$ cat src/rtl/pim_job_scheduler_if.sv
// Signal bundle between pim_job_scheduler and its host, partitioner and PIM units.
// master = host/partitioner/unit side, slave = scheduler side.
interface pim_job_scheduler_if #(
    parameter int NUM_PIM_UNITS = 4
);
    logic                     job_start;
    logic [31:0]              matrix_size;
    logic                     err_clear;
    logic                     part_start;
    logic                     partition_done;
    logic [NUM_PIM_UNITS-1:0] valid_in;
    logic [NUM_PIM_UNITS-1:0] pim_start;
    logic [NUM_PIM_UNITS-1:0] pim_done;
    logic [NUM_PIM_UNITS-1:0] active_mask;
    logic                     busy;
    logic                     job_done;
    logic                     job_error;
    logic [1:0]               err_code;
    logic [31:0]              job_cycles;

    modport master (
        output job_start, matrix_size, err_clear,
        output partition_done, valid_in, pim_done,
        input  part_start, pim_start, active_mask, busy,
        input  job_done, job_error, err_code, job_cycles
    );

    modport slave (
        input  job_start, matrix_size, err_clear,
        input  partition_done, valid_in, pim_done,
        output part_start, pim_start, active_mask, busy,
        output job_done, job_error, err_code, job_cycles
    );
endinterface

$ cat src/rtl/pim_job_scheduler.sv
// Sequences one matrix job: partition, dispatch to PIM units in index
// order, collect completions, report done/timeout/error with cycle count.
module pim_job_scheduler #(
    parameter int NUM_PIM_UNITS   = 4,
    parameter int MAX_MATRIX_SIZE = 8,
    parameter int TIMEOUT_CYCLES  = 1024
) (
    input logic                clk,
    input logic                rst_n,
    pim_job_scheduler_if.slave bus
);
    localparam int PW = (NUM_PIM_UNITS > 1) ? $clog2(NUM_PIM_UNITS) : 1;
    localparam logic [PW-1:0] LAST_PTR = PW'(NUM_PIM_UNITS - 1);
    localparam logic [31:0] TLAST = 32'(TIMEOUT_CYCLES - 1);
    localparam logic [31:0] MAXSZ = 32'(MAX_MATRIX_SIZE);

    typedef logic [NUM_PIM_UNITS-1:0] mask_t;

    typedef enum logic [2:0] {
        S_IDLE,
        S_PART,
        S_DISPATCH,
        S_WAIT,
        S_DONE,
        S_ERROR
    } state_t;

    state_t      state_q, state_d;
    logic        part_start_q, part_start_d;
    mask_t       pim_start_q, pim_start_d;
    mask_t       active_q, active_d;
    mask_t       done_mask_q, done_mask_d;
    mask_t       started_q, started_d;
    logic        busy_q, busy_d;
    logic        job_done_q, job_done_d;
    logic        job_error_q, job_error_d;
    logic [1:0]  err_code_q, err_code_d;
    logic [31:0] job_cycles_q, job_cycles_d;
    logic [PW-1:0] ptr_q, ptr_d;
    logic [31:0] tcnt_q, tcnt_d;
    logic [31:0] jcnt_q, jcnt_d;

    logic [PW-1:0] ptr_nxt;
    mask_t         hit;
    mask_t         done_nxt;
    logic          size_ok;

    // Next-state and registered-output computation
    always_comb begin
        state_d      = state_q;
        part_start_d = 1'b0;
        pim_start_d  = '0;
        active_d     = active_q;
        done_mask_d  = done_mask_q;
        started_d    = started_q | pim_start_q;
        job_done_d   = 1'b0;
        job_error_d  = job_error_q;
        err_code_d   = err_code_q;
        job_cycles_d = job_cycles_q;
        ptr_d        = ptr_q;
        tcnt_d       = tcnt_q;
        jcnt_d       = (jcnt_q == '1) ? jcnt_q : jcnt_q + 32'd1;
        ptr_nxt      = ptr_q + PW'(1);
        hit          = bus.pim_done & active_q & started_q;
        done_nxt     = done_mask_q | hit;
        size_ok      = (bus.matrix_size != 32'd0) &&
                       (bus.matrix_size <= MAXSZ);

        unique case (state_q)
            S_IDLE: begin
                if (bus.job_start) begin
                    if (size_ok) begin
                        state_d      = S_PART;
                        part_start_d = 1'b1;
                        active_d     = '0;
                        done_mask_d  = '0;
                        started_d    = '0;
                        err_code_d   = 2'd0;
                        jcnt_d       = 32'd1;
                    end else begin
                        state_d     = S_ERROR;
                        job_error_d = 1'b1;
                        err_code_d  = 2'd1;
                    end
                end
            end
            S_PART: begin
                if (bus.partition_done) begin
                    active_d = bus.valid_in;
                    if (bus.valid_in == '0) begin
                        state_d     = S_ERROR;
                        job_error_d = 1'b1;
                        err_code_d  = 2'd2;
                    end else begin
                        state_d     = S_DISPATCH;
                        ptr_d       = '0;
                        tcnt_d      = 32'd0;
                        pim_start_d = bus.valid_in & mask_t'(1);
                    end
                end
            end
            S_DISPATCH: begin
                done_mask_d = done_nxt;
                tcnt_d      = tcnt_q + 32'd1;
                if (tcnt_q == TLAST) begin
                    state_d     = S_ERROR;
                    job_error_d = 1'b1;
                    err_code_d  = 2'd3;
                end else if (ptr_q == LAST_PTR) begin
                    state_d = S_WAIT;
                end else begin
                    ptr_d       = ptr_nxt;
                    pim_start_d = active_q & (mask_t'(1) << ptr_nxt);
                end
            end
            S_WAIT: begin
                done_mask_d = done_nxt;
                tcnt_d      = tcnt_q + 32'd1;
                if (done_nxt == active_q) begin
                    state_d      = S_DONE;
                    job_done_d   = 1'b1;
                    job_cycles_d = jcnt_d;
                end else if (tcnt_q == TLAST) begin
                    state_d     = S_ERROR;
                    job_error_d = 1'b1;
                    err_code_d  = 2'd3;
                end
            end
            S_DONE: begin
                state_d = S_IDLE;
            end
            S_ERROR: begin
                if (bus.err_clear) begin
                    state_d     = S_IDLE;
                    job_error_d = 1'b0;
                end
            end
            default: begin
                state_d = S_IDLE;
            end
        endcase

        busy_d = (state_d != S_IDLE);
    end

    // State and output registers with asynchronous clear
    always_ff @(posedge clk or negedge rst_n) begin
        if (!rst_n) begin
            state_q      <= S_IDLE;
            part_start_q <= 1'b0;
            pim_start_q  <= '0;
            active_q     <= '0;
            done_mask_q  <= '0;
            started_q    <= '0;
            busy_q       <= 1'b0;
            job_done_q   <= 1'b0;
            job_error_q  <= 1'b0;
            err_code_q   <= 2'd0;
            job_cycles_q <= 32'd0;
            ptr_q        <= '0;
            tcnt_q       <= 32'd0;
            jcnt_q       <= 32'd0;
        end else begin
            state_q      <= state_d;
            part_start_q <= part_start_d;
            pim_start_q  <= pim_start_d;
            active_q     <= active_d;
            done_mask_q  <= done_mask_d;
            started_q    <= started_d;
            busy_q       <= busy_d;
            job_done_q   <= job_done_d;
            job_error_q  <= job_error_d;
            err_code_q   <= err_code_d;
            job_cycles_q <= job_cycles_d;
            ptr_q        <= ptr_d;
            tcnt_q       <= tcnt_d;
            jcnt_q       <= jcnt_d;
        end
    end

    assign bus.part_start  = part_start_q;
    assign bus.pim_start   = pim_start_q;
    assign bus.active_mask = active_q;
    assign bus.busy        = busy_q;
    assign bus.job_done    = job_done_q;
    assign bus.job_error   = job_error_q;
    assign bus.err_code    = err_code_q;
    assign bus.job_cycles  = job_cycles_q;
endmodule
$ cat src/flat_wrapper.sv
// flat-port wrapper written by rule: the top's interface ports become plain ports
module pim_job_scheduler_flat 
#(
    parameter int NUM_PIM_UNITS   = 4,
    parameter int MAX_MATRIX_SIZE = 8,
    parameter int TIMEOUT_CYCLES  = 1024
)
  (clk, rst_n, bus_job_start, bus_matrix_size, bus_err_clear, bus_partition_done, bus_valid_in, bus_pim_done, bus_part_start, bus_pim_start, bus_active_mask, bus_busy, bus_job_done, bus_job_error, bus_err_code, bus_job_cycles);
  pim_job_scheduler_if #(.NUM_PIM_UNITS(NUM_PIM_UNITS)) bus_i ();
  input logic clk;
  input logic rst_n;
  input wire logic [$bits(bus_i.job_start)-1:0] bus_job_start;
  input wire logic [$bits(bus_i.matrix_size)-1:0] bus_matrix_size;
  input wire logic [$bits(bus_i.err_clear)-1:0] bus_err_clear;
  input wire logic [$bits(bus_i.partition_done)-1:0] bus_partition_done;
  input wire logic [$bits(bus_i.valid_in)-1:0] bus_valid_in;
  input wire logic [$bits(bus_i.pim_done)-1:0] bus_pim_done;
  output wire logic [$bits(bus_i.part_start)-1:0] bus_part_start;
  output wire logic [$bits(bus_i.pim_start)-1:0] bus_pim_start;
  output wire logic [$bits(bus_i.active_mask)-1:0] bus_active_mask;
  output wire logic [$bits(bus_i.busy)-1:0] bus_busy;
  output wire logic [$bits(bus_i.job_done)-1:0] bus_job_done;
  output wire logic [$bits(bus_i.job_error)-1:0] bus_job_error;
  output wire logic [$bits(bus_i.err_code)-1:0] bus_err_code;
  output wire logic [$bits(bus_i.job_cycles)-1:0] bus_job_cycles;
  assign bus_i.job_start = bus_job_start;
  assign bus_i.matrix_size = bus_matrix_size;
  assign bus_i.err_clear = bus_err_clear;
  assign bus_i.partition_done = bus_partition_done;
  assign bus_i.valid_in = bus_valid_in;
  assign bus_i.pim_done = bus_pim_done;
  assign bus_part_start = bus_i.part_start;
  assign bus_pim_start = bus_i.pim_start;
  assign bus_active_mask = bus_i.active_mask;
  assign bus_busy = bus_i.busy;
  assign bus_job_done = bus_i.job_done;
  assign bus_job_error = bus_i.job_error;
  assign bus_err_code = bus_i.err_code;
  assign bus_job_cycles = bus_i.job_cycles;
  pim_job_scheduler #(.NUM_PIM_UNITS(NUM_PIM_UNITS), .MAX_MATRIX_SIZE(MAX_MATRIX_SIZE), .TIMEOUT_CYCLES(TIMEOUT_CYCLES)) u_core (.clk(clk), .rst_n(rst_n), .bus(bus_i));
endmodule
$ cat config.mk
export PLATFORM = sky130hd
export DESIGN_NAME = pim_job_scheduler_flat
export DESIGN_NICKNAME = d
export VERILOG_FILES = /design/src/rtl/pim_job_scheduler_if.sv /design/src/rtl/pim_job_scheduler.sv /design/src/flat_wrapper.sv
export SDC_FILE = /design/constraint.sdc
export NUM_CORES = 1
export LEC_CHECK = 0
export CAP_MARGIN = 10
export CORE_MARGIN = 8
export CORE_UTILIZATION = 49
export CTS_CLUSTER_DIAMETER = 60
export DETAILED_ROUTE_END_ITERATION = 10
export PLACE_DENSITY = 0.73
export SYNTH_ARGS = -nofsm -noshare
export SYNTH_HDL_FRONTEND = slang
export SYNTH_SLANG_ARGS = --single-unit
$ cat constraint.sdc
create_clock -name clk -period 2.3 [get_ports clk]
set_clock_uncertainty 0.2 [all_clocks]
set_input_delay 0.345 -clock clk [delete_from_list [all_inputs] [get_ports clk]]
set_output_delay 0.345 -clock clk [all_outputs]
set_load 0.03 [all_outputs]
After elaboration in Yosys (flattened, before gate mapping)
Index checks and enable logic that the tools add are counted.
{"block": "word_totals", "ff_bits": 123, "mem_count": 0, "latch_bits": 0, "ram_bits": 0, "romBits": 0}
{"block": "classes", "n_div": 0, "mux": 55, "bitwise": 5, "magnitude_cmp": 1, "add_sub_neg": 3, "n_mul": 0, "n_eq_ne": 18, "shifts": 1, "reduce_logical": 19}
{"op": "2-to-1 mux 32 bit", "count": 6}
{"op": "adder 32 x 1 -> 32 bit, second input constant", "count": 2}
{"op": "one-hot mux 32 bit (2 select lines)", "count": 1}
{"op": "2-to-1 mux 4 bit", "count": 9}
{"op": "== test 32 x 10 -> 1 bit, second input constant", "count": 1}
{"op": "== test 32 bit, second input constant", "count": 1}
{"op": "<= comparator 32 x 4 -> 1 bit, second input constant", "count": 1}
{"op": "nonzero test 32 bit", "count": 1}
{"op": "2-to-1 mux 3 bit", "count": 9}
{"op": "one-hot mux 4 bit (2 select lines)", "count": 3}
{"op": "2-to-1 mux 2 bit", "count": 9}
{"op": "inequality test 2 bit, second input constant", "count": 8}
{"op": "one-hot mux 3 bit (5 select lines)", "count": 1}
{"op": "2-to-1 mux 1 bit", "count": 14}
{"op": "AND 4 bit", "count": 3}
{"op": "AND reduction 5 bit", "count": 2}
{"op": "bitwise OR 4 bit", "count": 2}
{"op": "one-hot mux 2 bit (4 select lines)", "count": 1}
{"op": "nonzero test 2 bit", "count": 4}
{"op": "AND reduction 7 bit", "count": 1}
{"op": "== test 3 x 2 -> 1 bit, second input constant", "count": 2}
{"op": "AND reduction 3 bit", "count": 2}
{"op": "one-hot mux 1 bit (5 select lines)", "count": 1}
{"op": "nonzero test 5 bit", "count": 1}
{"op": "other kinds (16)", "count": 17}

Longest topological paths before layout
{"block": "depth", "ltp_word": 7, "mapped_depth": 9}

Least setup slack after synthesis
OpenSTA, ideal clock, no wires.
{"block": "synth_timing", "kind": "register -> register", "from": "register u_core.active_q[1], in the netlist u_core.bus.active_mask[1]", "to": "register u_core.job_cycles_q[21], in the netlist u_core.bus.job_cycles[21]", "setup_ns": 0.069, "t_required_ns": 2.031, "path_slack_ns": 0.112, "arrival_ns": 1.920, "path_stages_with_launch": 9, "synth_period_minus_slack_ns": 2.188, "path_cell_list": "dfrtp_1 > nand2b_1 > o2111a_1 > nand4_1 > clkbuf_1 > clkbuf_1 > clkbuf_1 > nand2_1 > nand3_1"}
{"block": "synth_between", "elab_chain_len": 5}
{"element": "start, declared", "line": "pim_job_scheduler.sv:31", "source": "mask_t active_q, active_d;"}
{"element": "start signal, assigned", "line": "pim_job_scheduler.sv:167", "source": "active_q <= active_d;"}
{"element": "AND 4 bit (2 in a row)", "line": "pim_job_scheduler.sv:64", "source": "hit = bus.pim_done & active_q & started_q;"}
{"element": "bitwise OR 4 bit", "line": "pim_job_scheduler.sv:65", "source": "done_nxt = done_mask_q | hit;"}
{"element": "== test 4 bit (*)", "line": "pim_job_scheduler.sv:119", "source": "if (done_nxt == active_q) begin"}
{"element": "AND reduction 2 bit (no source line) (*)"}
{"element": "end signal, assigned", "line": "pim_job_scheduler.sv:174", "source": "job_cycles_q <= job_cycles_d;"}
{"element": "end, declared", "line": "pim_job_scheduler.sv:38", "source": "logic [31:0] job_cycles_q, job_cycles_d;"}
Every way passes the cells marked *; elsewhere a longest branch is shown, timed or not.
A chain may end at the register's enable or synchronous reset.

Final worst setup path
{"block": "layout_timing", "from": "register u_core.jcnt_q[1]", "to": "register u_core.jcnt_q[15]"}
{"block": "layout_between", "elab_chain_len": 5, "word_cells_on_any_way": 6, "cone_classes": "add/sub: 1; eq/ne: 1; mux: 4"}
{"element": "start, declared", "line": "pim_job_scheduler.sv:41", "source": "logic [31:0] jcnt_q, jcnt_d;"}
{"element": "start signal, assigned", "line": "pim_job_scheduler.sv:177", "source": "jcnt_q <= jcnt_d;"}
{"element": "adder 32 x 1 -> 32 bit / == test 32 bit (equally long branches)", "line": "pim_job_scheduler.sv:62", "source": "jcnt_d = (jcnt_q == '1) ? jcnt_q : jcnt_q + 32'd1;"}
{"element": "2-to-1 mux 32 bit (*)", "line": "pim_job_scheduler.sv:62"}
{"element": "2-to-1 mux 32 bit", "line": "pim_job_scheduler.sv:72", "source": "if (size_ok) begin"}
{"element": "2-to-1 mux 32 bit", "line": "pim_job_scheduler.sv:71", "source": "if (bus.job_start) begin"}
{"element": "2-to-1 mux 32 bit (*)", "line": "pim_job_scheduler.sv:69", "source": "unique case (state_q)"}
{"element": "via u_core.jcnt_d[15]", "line": "pim_job_scheduler.sv:41"}
The timed path passes the listed nets; every way through them passes the cells marked *.

==> reports/summary.log <==
INFO  logic_synthesis synth_area_leaders=dfrtp_1 (50%), nor2_1 (4.2%), nand2_1 (3.7%)
INFO  cells_and_area final.fill_count=984
INFO  grt            grt_overflow_total=0
INFO  critical_path  crit_top_cell=buf_4
INFO  cells_and_area final_layout_size_suffix_gt1_frac=0.194
INFO  floorplan      rows=41
INFO  power_and_ir_drop seqPwrFrac=0.337
INFO  critical_path  critical_path.max_fanout=5
INFO  timing         final.setup.worst_slack=0.0462ns
INFO  placed_design  gp_congestion=0.876
INFO  critical_path  setup.worst_path.start_class=flop
INFO  cts            worstSkewPairLatency=0.42ns
INFO  grt            grt_antenna_before_repair=0
INFO  critical_path  crit_arrival=2.35ns
INFO  cts            max-clock-path-buffers=2
INFO  power_and_ir_drop sw_frac_of_total=0.336
INFO  placed_design  placement.io_buffers=90
INFO  timing         finalWorstPathRequiredPeriod=2.25ns
INFO  grt            largest_net_degree_at_the_start_of_global_routing=86
INFO  logic_synthesis dominantRegCellSynth=dfrtp_1
INFO  power_and_ir_drop cellPowerDensity=952mW/mm2
INFO  drt            final_wirelength=17,300um
INFO  power_and_ir_drop p_leak=0.00377uW
INFO  timing         worst_pin_slew=0.518ns
INFO  critical_path  worst_setup_path_end_kind=flop
INFO  cts            cts_root_buf=clkbuf_16
INFO  placed_design  place_worst_setup_slack=-0.201ns
INFO  timing         fmaxAchievable=0.444GHz
INFO  drt            vias_per_cell=5.74
INFO  drt            detailroute.via_count=5,871
INFO  grt            vias_in_the_first_global_route=5,890
INFO  drt            postRouteAntennaNets=0
INFO  logic_synthesis synth.most_common_cell=dfrtp_1
INFO  cells_and_area area_growth_synth_to_finish=41.0%
INFO  logic_synthesis leading_cell_types_by_count_after_synthesis=dfrtp_1 (123), nor2_1 (69), nand2_1 (62)
INFO  power_and_ir_drop power.share.clock=0.343
INFO  critical_path  worstSetupPathType=reg2reg
INFO  critical_path  timing.critical_path.slowest_cell_delay=0.49ns
INFO  cells_and_area final_core_utilization=0.699
INFO  timing         timing.slew.headroom=0.645
INFO  logic_synthesis share_of_flip_flops_with_an_asynchronous_set_or_reset=1.00
INFO  power_and_ir_drop power.share.combinational=0.320
INFO  drt            firstDrtPassIters=7
INFO  floorplan      initial_utilization=0.496
INFO  flow_run       max_cap_viol_count=0
INFO  floorplan      core_area=0.0125mm2
INFO  timing         timing_hold_violations_final=0
INFO  min_path       holdCritPathClass=reg2reg
INFO  logic_synthesis synth.ff_latch_count=123
INFO  floorplan      fp.dieH=129um
INFO  logic_synthesis postSynthAreaPerCell=9.55um2
INFO  logic_synthesis post-synth-top-area-cell=dfrtp_1
INFO  critical_path  critical_path_buf_inv_count=2
INFO  cts            h-tree-depth=4
INFO  floorplan      die_x=129um
INFO  drt            dr.first_iter.drc_count=481
INFO  cells_and_area multi_input_area=0.00302mm2
INFO  drt            routedWlPerCell=16.9um
INFO  critical_path  critPathRequiredTime=2.39ns
INFO  power_and_ir_drop switchingPower=2800uW
INFO  placed_design  dp_hpwl=12,000um
INFO  cts            cts_tree=yes
INFO  drt            met2_length=8820um
INFO  cells_and_area register_area=0.00308mm2
INFO  logic_synthesis synth_largest_type_area_fraction=0.496
INFO  logic_synthesis synth-edff-count=0
INFO  cts            clock_sink_count=123
INFO  critical_path  reg2reg_from=u_core.jcnt_q[1]
INFO  cells_and_area net_count_final=889
INFO  drt            drt_drc_violations_left=0
INFO  floorplan      io_pins=91
INFO  logic_synthesis ys_types=61
INFO  power_and_ir_drop irDropWorstVdd=0.000545V
INFO  grt            grt_usage=0.209
INFO  cts            clock_buffer_count_from_cts=17
INFO  critical_path  cp_slowest_cell=a2111oi_0
INFO  critical_path  critical_path.cell_chain=ha_4, nand4_1, buf_4, nor4_4, buf_4, a2111oi_0, xnor2_1, nor2_1
INFO  timing         report.final.setup_viol=0
INFO  logic_synthesis syn_nets=702
INFO  floorplan      design.die.area=0.0165mm2
INFO  timing         post-route-period-util=0.980
INFO  cells_and_area n_antenna_cell=0
INFO  logic_synthesis yosys_warnings=0
INFO  drt            met3RoutedLength=1080um
INFO  grt            global_route_wire_length_before_repair=27,800um
INFO  logic_synthesis seq_area_frac_synth=0.496
INFO  cts            cts.clk_slew.worst_paths=0.06ns
INFO  drt            route.layer.met1.wl=7100um
INFO  drt            top_layer_used=met4
INFO  critical_path  crit_path_start=u_core.jcnt_q[1]
INFO  min_path       hold_path_startpoint=u_core.bus.job_cycles[0]
INFO  outcome        result_of_the_run=complete, no violations
INFO  power_and_ir_drop p_int=5530uW
INFO  logic_synthesis syn-cell-area=0.00621mm2
INFO  critical_path  crit_family=compound AO/OA/AOI/OAI gates
INFO  timing         maxSlewViolCount=0
INFO  logic_synthesis synthesis.instances=650
-- worst paths after layout --
path                                             to  slack [ns]  cells after the start
max                               u_core.jcnt_q[15]        0.05                      8
min                        u_core.bus.job_cycles[0]        0.28                      2
max reg2reg                       u_core.jcnt_q[15]        0.05                      8
min reg2reg                u_core.bus.job_cycles[0]        0.28                      2
max in group asynchronous         u_core.tcnt_q[15]        1.19                      3
min in group asynchronous          u_core.jcnt_q[1]        0.30                      3
-- area by class of cell --
class,count,area share
clock buffer,19,0.0506
clock inverter,13,0.0219
inverter,16,0.00686
multi-input combinational,483,0.345
sequential,123,0.352
tap,172,0.0246
timing repair buffer,196,0.200
-- state kept, by name, indices dropped and copies added (netlist names) --
| register | flops |
|---|---|
| u_core.bus.active_mask | 4 |
| u_core.bus.busy | 1 |
| u_core.bus.err_code | 2 |
| u_core.bus.job_cycles | 32 |
| u_core.bus.job_done | 1 |
| u_core.bus.job_error | 1 |
| u_core.bus.part_start | 1 |
| u_core.bus.pim_start | 4 |
| u_core.done_mask_q | 4 |
| u_core.jcnt_q | 32 |
| u_core.ptr_q | 2 |
| u_core.started_q | 4 |
| u_core.state_q | 3 |
| u_core.tcnt_q | 32 |
-- layer usage --
metal / up-vias / GRT usage
li1: 2765 / -
met1: 2853 / 0.242
met2: 220 / 0.361
met3: 33 / 0.0650
met4: 0 / 0.0657
met5: - / 0
-- worst reg2reg max path, stage by stage, from the launching register on --
cell       delay [ns]
dfrtp_1          0.43
ha_4             0.20
nand4_1          0.12
buf_4            0.14
nor4_4           0.04
buf_4            0.15
a2111oi_0        0.49
xnor2_1          0.25
nor2_1           0.10
-- layout by cell type (no fill, tap or decap), drive strengths merged, types with 4 or more instances in the layout --
| master | netlist | layout |
|---|---|---|
| bufinv | 0 | 4 |
| a22o | 4 | 4 |
| nor4 | 24 | 24 |
| xnor2 | 24 | 24 |
| dfrtp | 123 | 123 |
| nor2 | 69 | 69 |
| nand3 | 37 | 37 |
| o31ai | 4 | 4 |
| clkdlybuf4s50 | 0 | 89 |
| or4 | 17 | 17 |
| a31oi | 5 | 5 |
| and3 | 13 | 13 |
| nand2b | 6 | 6 |
| inv | 16 | 18 |
| a21oi | 32 | 32 |
| clkbuf | 21 | 19 |
| ha | 7 | 7 |
| or3 | 15 | 15 |
| buf | 7 | 106 |
| nor2b | 6 | 6 |
| nand4 | 29 | 29 |
| nand2 | 62 | 62 |
| clkinv | 0 | 4 |
| o211ai | 10 | 10 |
| xor2 | 16 | 16 |
| o21ai | 46 | 46 |
| and4 | 9 | 9 |
| nor3 | 10 | 10 |
-- per-stage QoR --
stage | setup TNS (ns) | power, uW | hold slack (ns) | std cells | cell area, um2
after floorplan | 0 | 4200 | -0.151 | 650 | 6210
after global placement | -5.02 | 5390 | 0.212 | 977 | 7950
after detailed placement | -7.63 | 5460 | 0.221 | 977 | 7950
after CTS | -0.0202 | 8360 | 0.283 | 1010 | 8610
after global routing | -0.0973 | 8690 | 0.310 | 1022 | 8750
final | 0 | 8330 | 0.276 | 1022 | 8750
-- power groups by stage --
stage               logic (uW)  registers [uW]  clock network, uW
finish                    2670            2810               2860
global route              2860            2850               2980
CTS                       2670            2800               2890
detailed placement        2630            2830                  0
global placement          2580            2810                  0
floorplan                  875            3320                  0
-- what timing repair did --
| action | CTS | global route |
|---|---|---|
| hold buffers | 1 | 0 |
| resized for setup | 2 | 12 |
| endpoints found under the setup margin | 4 | 23 |
| endpoints found under the hold margin | 123 | 0 |
| buffers inserted | 0 | 12 |
| pin swaps | 1 | 8 |
-- cells by family after synthesis --
family,count (synthesis),synth area share
AND/OR/NAND/NOR,310,0.271
flip-flops,123,0.496
adder cells (fa/ha/maj),7,0.0141
XOR/XNOR,40,0.0564
AO/OA/AOI/OAI,122,0.127
buffers and inverters,44,0.0292
multiplexers,4,0.00685
No activity file was read; power rests on OpenSTA's default activity.
